### src/rtl/gpr_writeback_queue.sv
// Purpose : in-order write-back queue in front of the 32x32 GPR write port; merges ALU and load results.
// Latency : 1 cycle from acceptance to RegWrite when the queue is empty; queued results drain one per cycle.
// Backpressure: MemReady drops and Stall rises at count >= DEPTH-1, which keeps two free slots for a dual arrival.
//
// Ports:
//   CLK, RST_N                      clock, asynchronous active-low reset
//   AluValid/AluReg/AluData         single-cycle ALU result (no handshake; must be idle while Stall)
//   MemValid/MemReg/MemData/MemReady load result with valid/ready handshake
//   Stall                           upstream ALU issue hold
//   RegWrite/WriteRegisterSelect/WriteData  registered register-file write port
//   ReadRegister1/2, Pending1/2     decode operand interlock (outstanding-write lookup)
//   FwdValid1/2, FwdData1/2         youngest outstanding value, only when GPR_WB_FORWARD_EN is defined
//
// Optional feature macro: GPR_WB_FORWARD_EN (forwarding ports and youngest-match selection).

module gpr_writeback_queue #(
  parameter int DEPTH = 4
) (
  input  logic        CLK,
  input  logic        RST_N,
  input  logic        AluValid,
  input  logic [4:0]  AluReg,
  input  logic [31:0] AluData,
  input  logic        MemValid,
  input  logic [4:0]  MemReg,
  input  logic [31:0] MemData,
  output logic        MemReady,
  output logic        Stall,
  output logic        RegWrite,
  output logic [4:0]  WriteRegisterSelect,
  output logic [31:0] WriteData,
  input  logic [4:0]  ReadRegister1,
  input  logic [4:0]  ReadRegister2,
  output logic        Pending1,
  output logic        Pending2
`ifdef GPR_WB_FORWARD_EN
  ,
  output logic        FwdValid1,
  output logic        FwdValid2,
  output logic [31:0] FwdData1,
  output logic [31:0] FwdData2
`endif
);

  localparam int PW = (DEPTH > 1) ? $clog2(DEPTH) : 1;
  localparam int CW = $clog2(DEPTH + 1);

  logic [4:0]    qReg  [DEPTH];
  logic [31:0]   qData [DEPTH];
  logic [PW-1:0] wrPtr;
  logic [PW-1:0] rdPtr;
  logic [CW-1:0] count;

  logic        memKeep, aluKeep;
  logic        firstVld, secondVld;
  logic [4:0]  firstReg;
  logic [31:0] firstData;
  logic        popHead;
  logic        enqAVld, enqBVld;
  logic [4:0]  enqAReg;
  logic [31:0] enqAData;

  assign MemReady = (count < CW'(DEPTH - 1));
  assign Stall    = ~MemReady;

  // Destination R0 results are accepted but dropped here. An ALU result
  // presented while Stall is high is illegal and is not accepted.
  assign memKeep = MemValid & MemReady & (MemReg != 5'd0);
  assign aluKeep = AluValid & ~Stall & (AluReg != 5'd0);

  // Arrivals in program order: the load is older than a same-cycle ALU result.
  assign firstVld  = memKeep | aluKeep;
  assign firstReg  = memKeep ? MemReg  : AluReg;
  assign firstData = memKeep ? MemData : AluData;
  assign secondVld = memKeep & aluKeep;

  // A non-empty queue always issues its head, so every arrival is queued behind it.
  // An empty queue sends the oldest arrival straight out and queues only the second.
  assign popHead  = (count != '0);
  assign enqAVld  = popHead ? firstVld  : secondVld;
  assign enqAReg  = popHead ? firstReg  : AluReg;
  assign enqAData = popHead ? firstData : AluData;
  assign enqBVld  = popHead & secondVld;

  always_ff @(posedge CLK or negedge RST_N) begin
    if (!RST_N) begin
      wrPtr               <= '0;
      rdPtr               <= '0;
      count               <= '0;
      RegWrite            <= 1'b0;
      WriteRegisterSelect <= 5'd0;
      WriteData           <= 32'd0;
    end else begin
      wrPtr <= wrPtr + PW'(enqAVld) + PW'(enqBVld);
      rdPtr <= rdPtr + PW'(popHead);
      count <= count + CW'(enqAVld) + CW'(enqBVld) - CW'(popHead);
      if (popHead) begin
        RegWrite            <= 1'b1;
        WriteRegisterSelect <= qReg[rdPtr];
        WriteData           <= qData[rdPtr];
      end else if (firstVld) begin
        RegWrite            <= 1'b1;
        WriteRegisterSelect <= firstReg;
        WriteData           <= firstData;
      end else begin
        // Address and data hold; only the enable drops.
        RegWrite <= 1'b0;
      end
    end
  end

  // Entry storage needs no reset: an entry is only meaningful inside [rdPtr, rdPtr+count).
  always_ff @(posedge CLK) begin
    if (enqAVld) begin
      qReg[wrPtr]  <= enqAReg;
      qData[wrPtr] <= enqAData;
    end
    if (enqBVld) begin
      qReg[wrPtr + PW'(1)]  <= AluReg;
      qData[wrPtr + PW'(1)] <= AluData;
    end
  end

  // Operand lookup. Same-cycle arrivals are deliberately not visible.
  // Scanning oldest to youngest lets the youngest match overwrite older ones,
  // and the output register (older than every queued entry) seeds the scan.
  logic [4:0]    rdSel [2];
  logic          hit   [2];
  logic [PW-1:0] idx;
`ifdef GPR_WB_FORWARD_EN
  logic [31:0]   hitData [2];
`endif

  always_comb begin
    rdSel[0] = ReadRegister1;
    rdSel[1] = ReadRegister2;
    idx      = rdPtr;
    for (int p = 0; p < 2; p++) begin
      hit[p] = RegWrite & (WriteRegisterSelect == rdSel[p]);
`ifdef GPR_WB_FORWARD_EN
      hitData[p] = WriteData;
`endif
      for (int k = 0; k < DEPTH; k++) begin
        idx = rdPtr + PW'(k);
        if ((CW'(k) < count) && (qReg[idx] == rdSel[p])) begin
          hit[p] = 1'b1;
`ifdef GPR_WB_FORWARD_EN
          hitData[p] = qData[idx];
`endif
        end
      end
    end
  end

  assign Pending1 = hit[0] & (ReadRegister1 != 5'd0);
  assign Pending2 = hit[1] & (ReadRegister2 != 5'd0);

`ifdef GPR_WB_FORWARD_EN
  assign FwdValid1 = Pending1;
  assign FwdValid2 = Pending2;
  assign FwdData1  = Pending1 ? hitData[0] : 32'd0;
  assign FwdData2  = Pending2 ? hitData[1] : 32'd0;
`endif

endmodule
### config.mk
export PLATFORM = sky130hd
export DESIGN_NAME = gpr_writeback_queue
export DESIGN_NICKNAME = d
export VERILOG_FILES = /design/src/rtl/gpr_writeback_queue.sv
export SDC_FILE = /design/constraint.sdc
export NUM_CORES = 1
export LEC_CHECK = 0
export BUFFER_PORTS_ARGS = -buffer_cell sky130_fd_sc_hd__buf_2
export CAP_MARGIN = 40
export CORE_UTILIZATION = 35
export DETAILED_ROUTE_END_ITERATION = 12
export HOLD_SLACK_MARGIN = 0.12
export MAX_ROUTING_LAYER = met4
export PLACE_DENSITY = 0.54
export SLEW_MARGIN = 20
export SYNTH_ARGS = -nofsm -noshare
export SYNTH_HDL_FRONTEND = slang
export SYNTH_SLANG_ARGS = --single-unit
export TNS_END_PERCENT = 1
### constraint.sdc
create_clock -name CLK -period 6.4 [get_ports CLK]
set_clock_uncertainty 0.2 [all_clocks]
set_input_delay 0.64 -clock CLK [delete_from_list [all_inputs] [get_ports CLK]]
set_output_delay 0.64 -clock CLK [all_outputs]
set_load 0.005 [all_outputs]
==> results of run 1 <==
-- layer usage --
metal | vias up | wire length [µm]
met5 | - | 0
met4 | 0 | 252
met3 | 18 | 1331
met2 | 210 | 14160
met1 | 3692 | 13270
li1 | 3356 | -
-- worst paths after layout --
check / to / cells after the start / startpoint
setup / recovery: Pending1 / 7 / rdPtr[0]
hold / removal: WriteData[3] / 2 / RST_N
setup reg to reg: qReg[0][3] / 7 / count[1]
hold reg to reg: WriteData[29] / 2 / WriteData[29]
max in group asynchronous: rdPtr[0] / 2 / RST_N
min in group CLK: qData[2][23] / 2 / MemData[23]
-- layout by cell type (no fill, tap or decap), types with 6 or more instances in the layout --
master	instances
mux2i_1	12
clkbuf_16	17
xnor2_1	26
xor2_1	29
mux2_2	143
mux4_2	48
o211ai_1	6
nor4_1	6
dfrtp_1	43
o21ai_0	51
o21ai_1	15
buf_4	17
buf_2	130
nand3_1	81
inv_1	8
nand2_1	83
edfxtp_1	148
mux2_1	6
-- layout make-up --
type                            count  area share
Multi-Input combinational cell    558      0.3987
Clock buffer                       19     0.03434
Inverter                           11    0.003275
Sequential cell                   193      0.4422
Tap cell                          396     0.03930
Timing Repair Buffer              151     0.06887
Clock inverter                     13     0.01330
-- cells by family (layout without fill, tap and decap cells) --
| kind of cell | Yosys count | count (layout) | synth area share |
|---|---|---|---|
| compound gates | 97 | 97 | 0.05696 |
| flops | 193 | 193 | 0.5082 |
| xor+xnor | 55 | 55 | 0.04394 |
| simple gates | 191 | 191 | 0.08173 |
| buf+inv | 75 | 194 | 0.03767 |
| mux | 209 | 209 | 0.2626 |
| fa+ha+maj | 6 | 6 | 0.008904 |
-- sequential cells by signal (all words and copies together), names as in the netlist --
name and flops:
RegWrite 1, rdPtr 2, wrPtr 2, qData 128, qReg 20, count 3, WriteData 32, WriteRegisterSelect 5
-- stage by stage --
stage          hold slack [ns]  worst slack [ns]  total power, mW
3_3_place_gp            0.3531             2.539            4.735
4_1_cts                 0.1470             2.510            5.891
2_1_floorplan           0.1444             1.406            3.990
6_report                0.1224             2.512            5.840
5_1_grt                 0.1748             2.373            6.206
3_5_place_dp            0.3572             2.769            4.779
-- where the power goes --
part           internal [mW]  switching [mW]  total [mW]
sequential              1.83           0.270        2.10
clock                  0.563           0.537        1.10
combinational           1.21            1.43        2.64
total                   3.60            2.24        5.84
==> flow_metrics.py, run 1 <==
metrics = {
    "outcome": {
        "status": "completed",
    },
    "clock_tree": {
        "clockRootBuffer": "clkbuf_16",
        "cts_buffer_depth": 2,
        "cts_htree_levels": 4,
        "clock_sinks": 193,
        "cts_tree": "built",
        "cts_resized": 0,
        "numCtsBuffers": 17,
        "clock_latency_ns": 0.44,
        "cts_setup_buffers": 0,
        "clk_pin_slew_ns": 0.09,
        "hold_buffers": 0,
    },
    "timing": {
        "rsz0062_at_grt": "no",
        "fmax_ghz": 0.2572,
        "slew_headroom": 0.4699,
        "min_period_ns": 3.888,
        "worst_pin_slew_ns": 0.7952,
        "post-route-period-util": 0.6075,
        "finalHoldViolCount": 0,
        "finalMaxSlewViolations": 0,
        "setup_viol": 0,
        "fin_tns_setup_ns": 0,
    },
    "layout": {
        "register_area_um2": 5575,
        "fillers": 2884,
        "nets": 1026,
        "syn2layout_area_growth_pct": 15.02,
        "antenna_cells": 0,
        "design_area_um2": 12610,
        "fin_util": 0.4111,
        "drive_above_1_share": 0.4148,
        "multi_input_area_um2": 5027,
        "finalNonFillerCells": 1341,
    },
    "power_and_ir_drop": {
        "power.density_nw_per_um2": 463.2,
        "leakagePower_nw": 4.636,
        "ir_worst_vdd_mv": 0.2656,
    },
    "yosys": {
        "yosysSeqAreaShare": 0.5082,
        "ys_ff_latch": 193,
        "synth_area_leaders": "edfxtp_1 41%, mux2_2 15%, dfrtp_1 10%",
        "ys_top_cells_by_count": "148 x edfxtp_1, 143 x mux2_2, 83 x nand2_1",
        "syn_nets": 920,
        "synth-edff-count": 148,
        "synth_most_common_cell": "edfxtp_1",
        "ys_warn_count": 0,
        "ys.flop_type": "edfxtp_1",
        "postSynthAreaPerCell_um2": 13.27,
        "async_flop_share": 0.2332,
        "netlist_area_um2": 10960,
        "netlist_instances": 826,
        "yosysTopAreaCell": "edfxtp_1",
        "synth_cell_types": 50,
        "synthDominantCellAreaShare": 0.4054,
    },
    "detailed_routing": {
        "drtAntennaViolNets": 0,
        "post_drt_wl_per_cell_um": 21.63,
        "drt_pre_antenna_iters": 7,
        "vias": 7276,
        "totalWireLength_um": 29010,
        "drc": 0,
        "via_per_inst": 5.426,
        "drt_iter0_drc": 411,
    },
    "setup_path": {
        "worstPathMaxFanout": 29,
        "path_class": "flip-flop to output port",
        "crit_arrival_ns": 3.05,
        "worstSetupStartpointType": "flip-flop",
        "crit_family": "flip-flops",
        "required_ns": 5.56,
        "end_kind": "output port",
        "critPathBufInv": 1,
        "path_cells": "mux4_2 -> xnor2_1 -> nand3_1 -> a2111oi_1 -> a31oi_1 -> a22oi_1 -> buf_2",
        "max_stage_delay_ns": 0.80,
        "reg2reg_slack_ns": 3.44,
        "crit_path_top_delay_cell": "dfrtp_4",
    },
    "global_routing": {
        "grt_pass1_vias": 7402,
        "use_met2": 0.3119,
        "gr-total-overflow": 0,
        "grt_antenna_before_repair": 0,
        "grt_usage": 0.1936,
        "grt_pass1_wl_um": 44720,
        "grt_use_met3": 0.02629,
        "met1_usage": 0.2601,
        "grt_busiest_layer": "met2",
        "grt_max_degree": 76,
    },
    "min_path": {
        "holdCritPathClass": "primary input to asynchronous set/reset pin",
    },
    "placement": {
        "hpwl_um": 18380,
        "numPlacedInstances": 1308,
        "gp_congestion": 0.9040,
        "port_buffers": 129,
        "placed_cell_area_um2": 11980,
    },
    "die": {
        "design.die.area_um2": 32030,
        "die_height_um": 179.0,
        "initial_core_util": 0.3574,
        "coreArea_um2": 30670,
        "ios": 130,
        "chipWidth_um": 179.0,
        "core.rowCount": 64,
    },
    "job": {
        "maxCapViolCount": 0,
    },
}
(Power assumes the default switching activity.)
==> run 2: changes to the inputs <==
==> constraint.sdc (replaced) <==
create_clock -name CLK -period 3.9 [get_ports CLK]
set_clock_uncertainty 0.2 [all_clocks]
set_input_delay 0.39 -clock CLK [delete_from_list [all_inputs] [get_ports CLK]]
set_output_delay 0.39 -clock CLK [all_outputs]
set_load 0.005 [all_outputs]
==> flow_metrics.py, run 2 (synthesized netlist as in run 1, its figures left out) <==
metrics = {
    "outcome": {
        "status": "completed",
    },
    "global_routing": {
        "grt_max_degree": 76,
        "met1_usage": 0.2696,
        "gr-total-overflow": 0,
        "grt_use_met3": 0.02926,
        "use_met2": 0.3317,
        "grt_pass1_wl_um": 46820,
        "grt_antenna_before_repair": 4,
        "grt_usage": 0.2045,
        "grt_pass1_vias": 7879,
        "grt_busiest_layer": "met2",
    },
    "setup_path": {
        "path_cells": "mux4_2 -> xnor2_1 -> nand3_1 -> a2111oi_1 -> a31oi_1 -> a22oi_1 -> buf_2",
        "crit_family": "flip-flops",
        "end_kind": "output port",
        "worstSetupStartpointType": "flip-flop",
        "worstPathMaxFanout": 33,
        "path_class": "flip-flop to output port",
        "critPathBufInv": 1,
        "crit_path_top_delay_cell": "dfrtp_4",
        "required_ns": 3.31,
        "max_stage_delay_ns": 0.85,
        "crit_arrival_ns": 3.09,
    },
    "clock_tree": {
        "cts_buffer_depth": 2,
        "clk_pin_slew_ns": 0.07,
        "numCtsBuffers": 17,
        "cts_tree": "built",
        "clock_latency_ns": 0.43,
        "clock_sinks": 193,
        "clockRootBuffer": "clkbuf_16",
        "cts_htree_levels": 4,
        "cts_setup_buffers": 0,
    },
    "timing": {
        "min_period_ns": 3.676,
        "worst_pin_slew_ns": 0.8092,
        "post-route-period-util": 0.9427,
        "slew_headroom": 0.4605,
        "fmax_ghz": 0.2720,
        "finalHoldViolCount": 0,
        "rsz0062_at_grt": "no",
        "setup_viol": 0,
        "finalMaxSlewViolations": 0,
    },
    "detailed_routing": {
        "drc": 0,
        "drtAntennaViolNets": 0,
        "totalWireLength_um": 30720,
        "via_per_inst": 5.381,
        "vias": 7582,
        "post_drt_wl_per_cell_um": 21.80,
        "drt_pre_antenna_iters": 5,
        "drt_iter0_drc": 604,
    },
    "power_and_ir_drop": {
        "p_total_mw": 9.803,
        "leakagePower_nw": 4.930,
        "power.density_nw_per_um2": 737.8,
        "ir_worst_vdd_mv": 0.4061,
    },
    "die": {
        "coreArea_um2": 30670,
        "chipWidth_um": 179.0,
        "core.rowCount": 64,
        "design.die.area_um2": 32030,
        "initial_core_util": 0.3574,
        "die_height_um": 179.0,
        "ios": 130,
    },
    "job": {
        "maxCapViolCount": 0,
    },
    "layout": {
        "layout_common_cells": "148 x edfxtp_1, 143 x mux2_2, 129 x buf_2",
        "top_register": "qData",
        "design_area_um2": 13290,
        "drive_above_1_share": 0.3944,
        "fin_util": 0.4333,
        "syn2layout_area_growth_pct": 21.22,
        "largest_reg_flops": 128,
        "nets": 1090,
        "reg_top3": "qData: 128 flops, WriteData: 32 flops, qReg: 20 flops",
        "final_common_cell": "edfxtp_1",
    },
    "min_path": {
        "holdCritPathClass": "primary input to flip-flop",
    },
    "placement": {
        "hpwl_um": 19310,
        "gp_congestion": 0.8816,
        "placed_cell_area_um2": 12100,
        "port_buffers": 129,
    },
}
[run 2: cell types whose count changed in the layout (fill, tap and decap cells not counted), moves of 3 or more]
cell,delta
buf_12,+3
buf_4,+3
clkinv_4,-3
clkinv_8,-3
diode_2,+4
dlygate4sd3_1,+59
inv_6,+3
[run 2: worst register-to-register path: cells and delay by family, from the launching register on]
kind,cells,cell delay (ns)
buf+inv,3,1.05
mux,1,0.28
flops,1,0.49
simple gates,3,0.94
[run 2: worst paths after layout]
kind / from / endpoint / slack, ns / cells past startpoint
worst max register to register: count[2] / qData[0][18] / 0.69 / 7
max in group asynchronous: RST_N / WriteRegisterSelect[1] / 2.55 / 3
worst min register to register: WriteData[20] / WriteData[20] / 0.38 / 2
min in group asynchronous: RST_N / WriteData[2] / 0.27 / 2
worst min-delay path: AluData[3] / qData[2][3] / 0.13 / 2
worst max-delay path: rdPtr[0] / Pending1 / 0.22 / 7
[run 2: power by group]
part / switching, mW / internal (mW) / leakage (nW)
Sequential: 0.463 / 3.01 / 1.88
Clock: 0.818 / 0.976 / 0.286
Combinational: 2.43 / 2.11 / 2.77
Total: 3.71 / 6.09 / 4.93
[run 2: per-stage QoR]
stage | setup TNS [ns] | worst slack, ns | hold WS (ns) | instances
after CTS | 0 | 0.1763 | 0.1203 | 1404
final | 0 | 0.2235 | 0.1337 | 1409
after global routing | 0 | 0.04184 | 0.1237 | 1409
after global placement | 0 | 0.6693 | 0.3550 | 1311
after floorplan | -50.75 | -0.8063 | -0.1056 | 826
after detailed placement | 0 | 0.6668 | 0.2141 | 1314
[run 2: repair_timing]
item	in CTS	in global routing
endpoints found under the hold margin	105	2
gates resized for setup	0	0
hold buffers	58	1
[run 2: routing by layer]
layer  vias up  part of all wire  routed length, µm
met2       217              0.49              15040
met5         -                 0                  0
met4         0             0.010                312
li1       3482                 -                  -
met1      3860              0.45              13740
met3        23             0.053               1626
[run 2: layout make-up]
| type | count | area [µm²] |
|---|---|---|
| Multi-Input combinational cell | 558 | 5027 |
| Clock inverter | 13 | 146.4 |
| Timing Repair Buffer | 215 | 1549 |
| Antenna cell | 4 | 10.01 |
| Clock buffer | 19 | 442.9 |
| Fill cell | 2867 | 17380 |
| Inverter | 11 | 41.29 |
| Tap cell | 396 | 495.5 |
| Sequential cell | 193 | 5575 |
==> run 3: changes to the inputs <==
==> constraint.sdc (replaced) <==
create_clock -name CLK -period 3.9 [get_ports CLK]
set_clock_uncertainty 0.2 [all_clocks]
set_input_delay 0 -clock CLK [delete_from_list [all_inputs] [get_ports CLK]]
set_output_delay 0 -clock CLK [all_outputs]
set_load 0.005 [all_outputs]
==> flow_metrics.py, run 3 (synthesized netlist as in run 1, its figures left out) <==
metrics = {
    "setup_path": {
        "crit_path_top_delay_cell": "nand2_2",
        "cp_common_cell": "dlygate4sd3_1",
        "max_stage_delay_ns": 0.62,
        "crit_family": "simple AND/OR/NAND/NOR gates",
        "critPathBufInv": 3,
        "path_cells": "dlygate4sd3_1 -> buf_2 -> or4_4 -> o21ai_4 -> nor3_4 -> nand2_2 -> mux2_2 -> dlygate4sd3_1",
        "path_class": "primary input to flip-flop",
        "reg2reg_slack_ns": 0.67,
        "worstSetupStartpointType": "primary input",
        "worstPathMaxFanout": 25,
        "crit_arrival_ns": 3.29,
        "required_ns": 3.87,
        "end_kind": "flip-flop",
    },
    "timing": {
        "setup_viol": 0,
        "fin_tns_setup_ns": 0,
        "fmax_ghz": 0.3018,
        "min_period_ns": 3.313,
        "post-route-period-util": 0.8495,
        "slew_headroom": 0.4249,
        "rsz0062_at_grt": "no",
        "finalMaxSlewViolations": 0,
        "worst_pin_slew_ns": 0.8626,
        "finalHoldViolCount": 0,
    },
    "power_and_ir_drop": {
        "p_total_mw": 9.782,
        "combinationalPowerShare": 0.465,
        "power.density_nw_per_um2": 710.3,
        "clkPwrFrac": 0.178,
        "swShare": 0.3849,
        "pwr-share-seq": 0.357,
        "p_int_mw": 6.017,
        "ir_worst_vdd_mv": 0.3855,
        "leakagePower_nw": 5.127,
        "p_switching_mw": 3.765,
    },
    "placement": {
        "placed_cell_area_um2": 12000,
        "port_buffers": 129,
        "hpwl_um": 19040,
        "numPlacedInstances": 1312,
        "gp_congestion": 0.9197,
    },
    "global_routing": {
        "grt_usage": 0.2038,
        "grt_pass1_wl_um": 47040,
        "grt_max_degree": 76,
        "gr-total-overflow": 0,
        "grt_antenna_before_repair": 2,
        "grt_pass1_vias": 7999,
    },
    "outcome": {
        "status": "completed",
    },
    "layout": {
        "fillers": 2827,
        "design_area_um2": 13770,
        "nets": 1144,
        "finalNonFillerCells": 1461,
        "final_common_cell": "edfxtp_1",
        "largest_reg_flops": 128,
        "syn2layout_area_growth_pct": 25.64,
        "top_register": "qData",
        "drive_above_1_share": 0.3754,
        "layout_common_cells": "148 x edfxtp_1, 143 x mux2_2, 129 x buf_2",
        "reg_top3": "qData: 128 flops, WriteData: 32 flops, qReg: 20 flops",
    },
    "detailed_routing": {
        "post_drt_wl_per_cell_um": 21.04,
        "drtAntennaViolNets": 0,
        "totalWireLength_um": 30740,
        "drt_pre_antenna_iters": 4,
        "vias": 7741,
        "drt_iter0_drc": 641,
        "drc": 0,
        "via_per_inst": 5.298,
    },
    "die": {
        "ios": 130,
        "core.rowCount": 64,
        "initial_core_util": 0.3574,
        "chipWidth_um": 179.0,
        "design.die.area_um2": 32030,
        "die_height_um": 179.0,
        "coreArea_um2": 30670,
    },
    "clock_tree": {
        "cts_htree_levels": 4,
        "numCtsBuffers": 17,
        "hold_buffers": 114,
        "cts_buffer_depth": 2,
        "clockRootBuffer": "clkbuf_16",
        "cts_setup_buffers": 0,
        "cts_tree": "built",
        "clock_sinks": 193,
        "clk_pin_slew_ns": 0.07,
        "cts_resized": 0,
        "clock_latency_ns": 0.43,
    },
    "min_path": {
        "holdCritPathClass": "primary input to output port",
    },
    "job": {
        "maxCapViolCount": 0,
    },
}
run 3: layer usage:
metal	routed length, µm	track usage	up-vias
met5	0	-	-
met1	13780	0.2716	3895
met2	15110	0.3309	235
met4	383	0.05155	0
li1	-	-	3588
met3	1470	0.02311	23
run 3: area by class of cell:
| class | instances | area [µm²] | area share |
|---|---|---|---|
| antenna | 2 | 5.005 | 0.0003634 |
| clock buffer | 17 | 425.4 | 0.03089 |
| timing repair buffer | 269 | 2037 | 0.1479 |
| tap | 396 | 495.5 | 0.03598 |
| inverter | 11 | 41.29 | 0.002998 |
| sequential | 193 | 5575 | 0.4048 |
| clock inverter | 15 | 165.2 | 0.01199 |
| multi-input combinational | 558 | 5027 | 0.3650 |
run 3: through the flow:
step	hold slack, ns	worst slack (ns)	utilization
after CTS	0.2298	0.6408	0.4480
after detailed placement	-0.1682	0.9965	0.3912
after global routing	0.2556	0.4758	0.4490
after floorplan	-0.4956	-0.6853	-
after global placement	-0.1678	1.051	0.3912
final	0.2477	0.5869	0.4490
run 3: final timing paths:
path	startpoint	end	cells after the start
worst max-delay path	MemReg[0]	qData[0][1]	8
worst min-delay path	ReadRegister2[0]	Pending2	3
worst max register to register	count[1]	qData[0][1]	6
worst min register to register	WriteData[3]	WriteData[3]	2
max in group asynchronous	RST_N	rdPtr[0]	4
min in group asynchronous	RST_N	WriteData[26]	4
run 3: worst min-delay path: stages:
cell and delay [ns]:
buf_2 0.19, o22a_1 0.15, buf_2 0.10
run 3: power groups by stage:
stage / combinational (mW) / clock [mW] / sequential [mW]
after floorplan: 3.25 / 0 / 3.29
after global placement: 4.33 / 0 / 3.53
after detailed placement: 4.37 / 0 / 3.53
after CTS: 4.57 / 1.78 / 3.50
after global routing: 4.97 / 1.85 / 3.56
final: 4.55 / 1.74 / 3.49
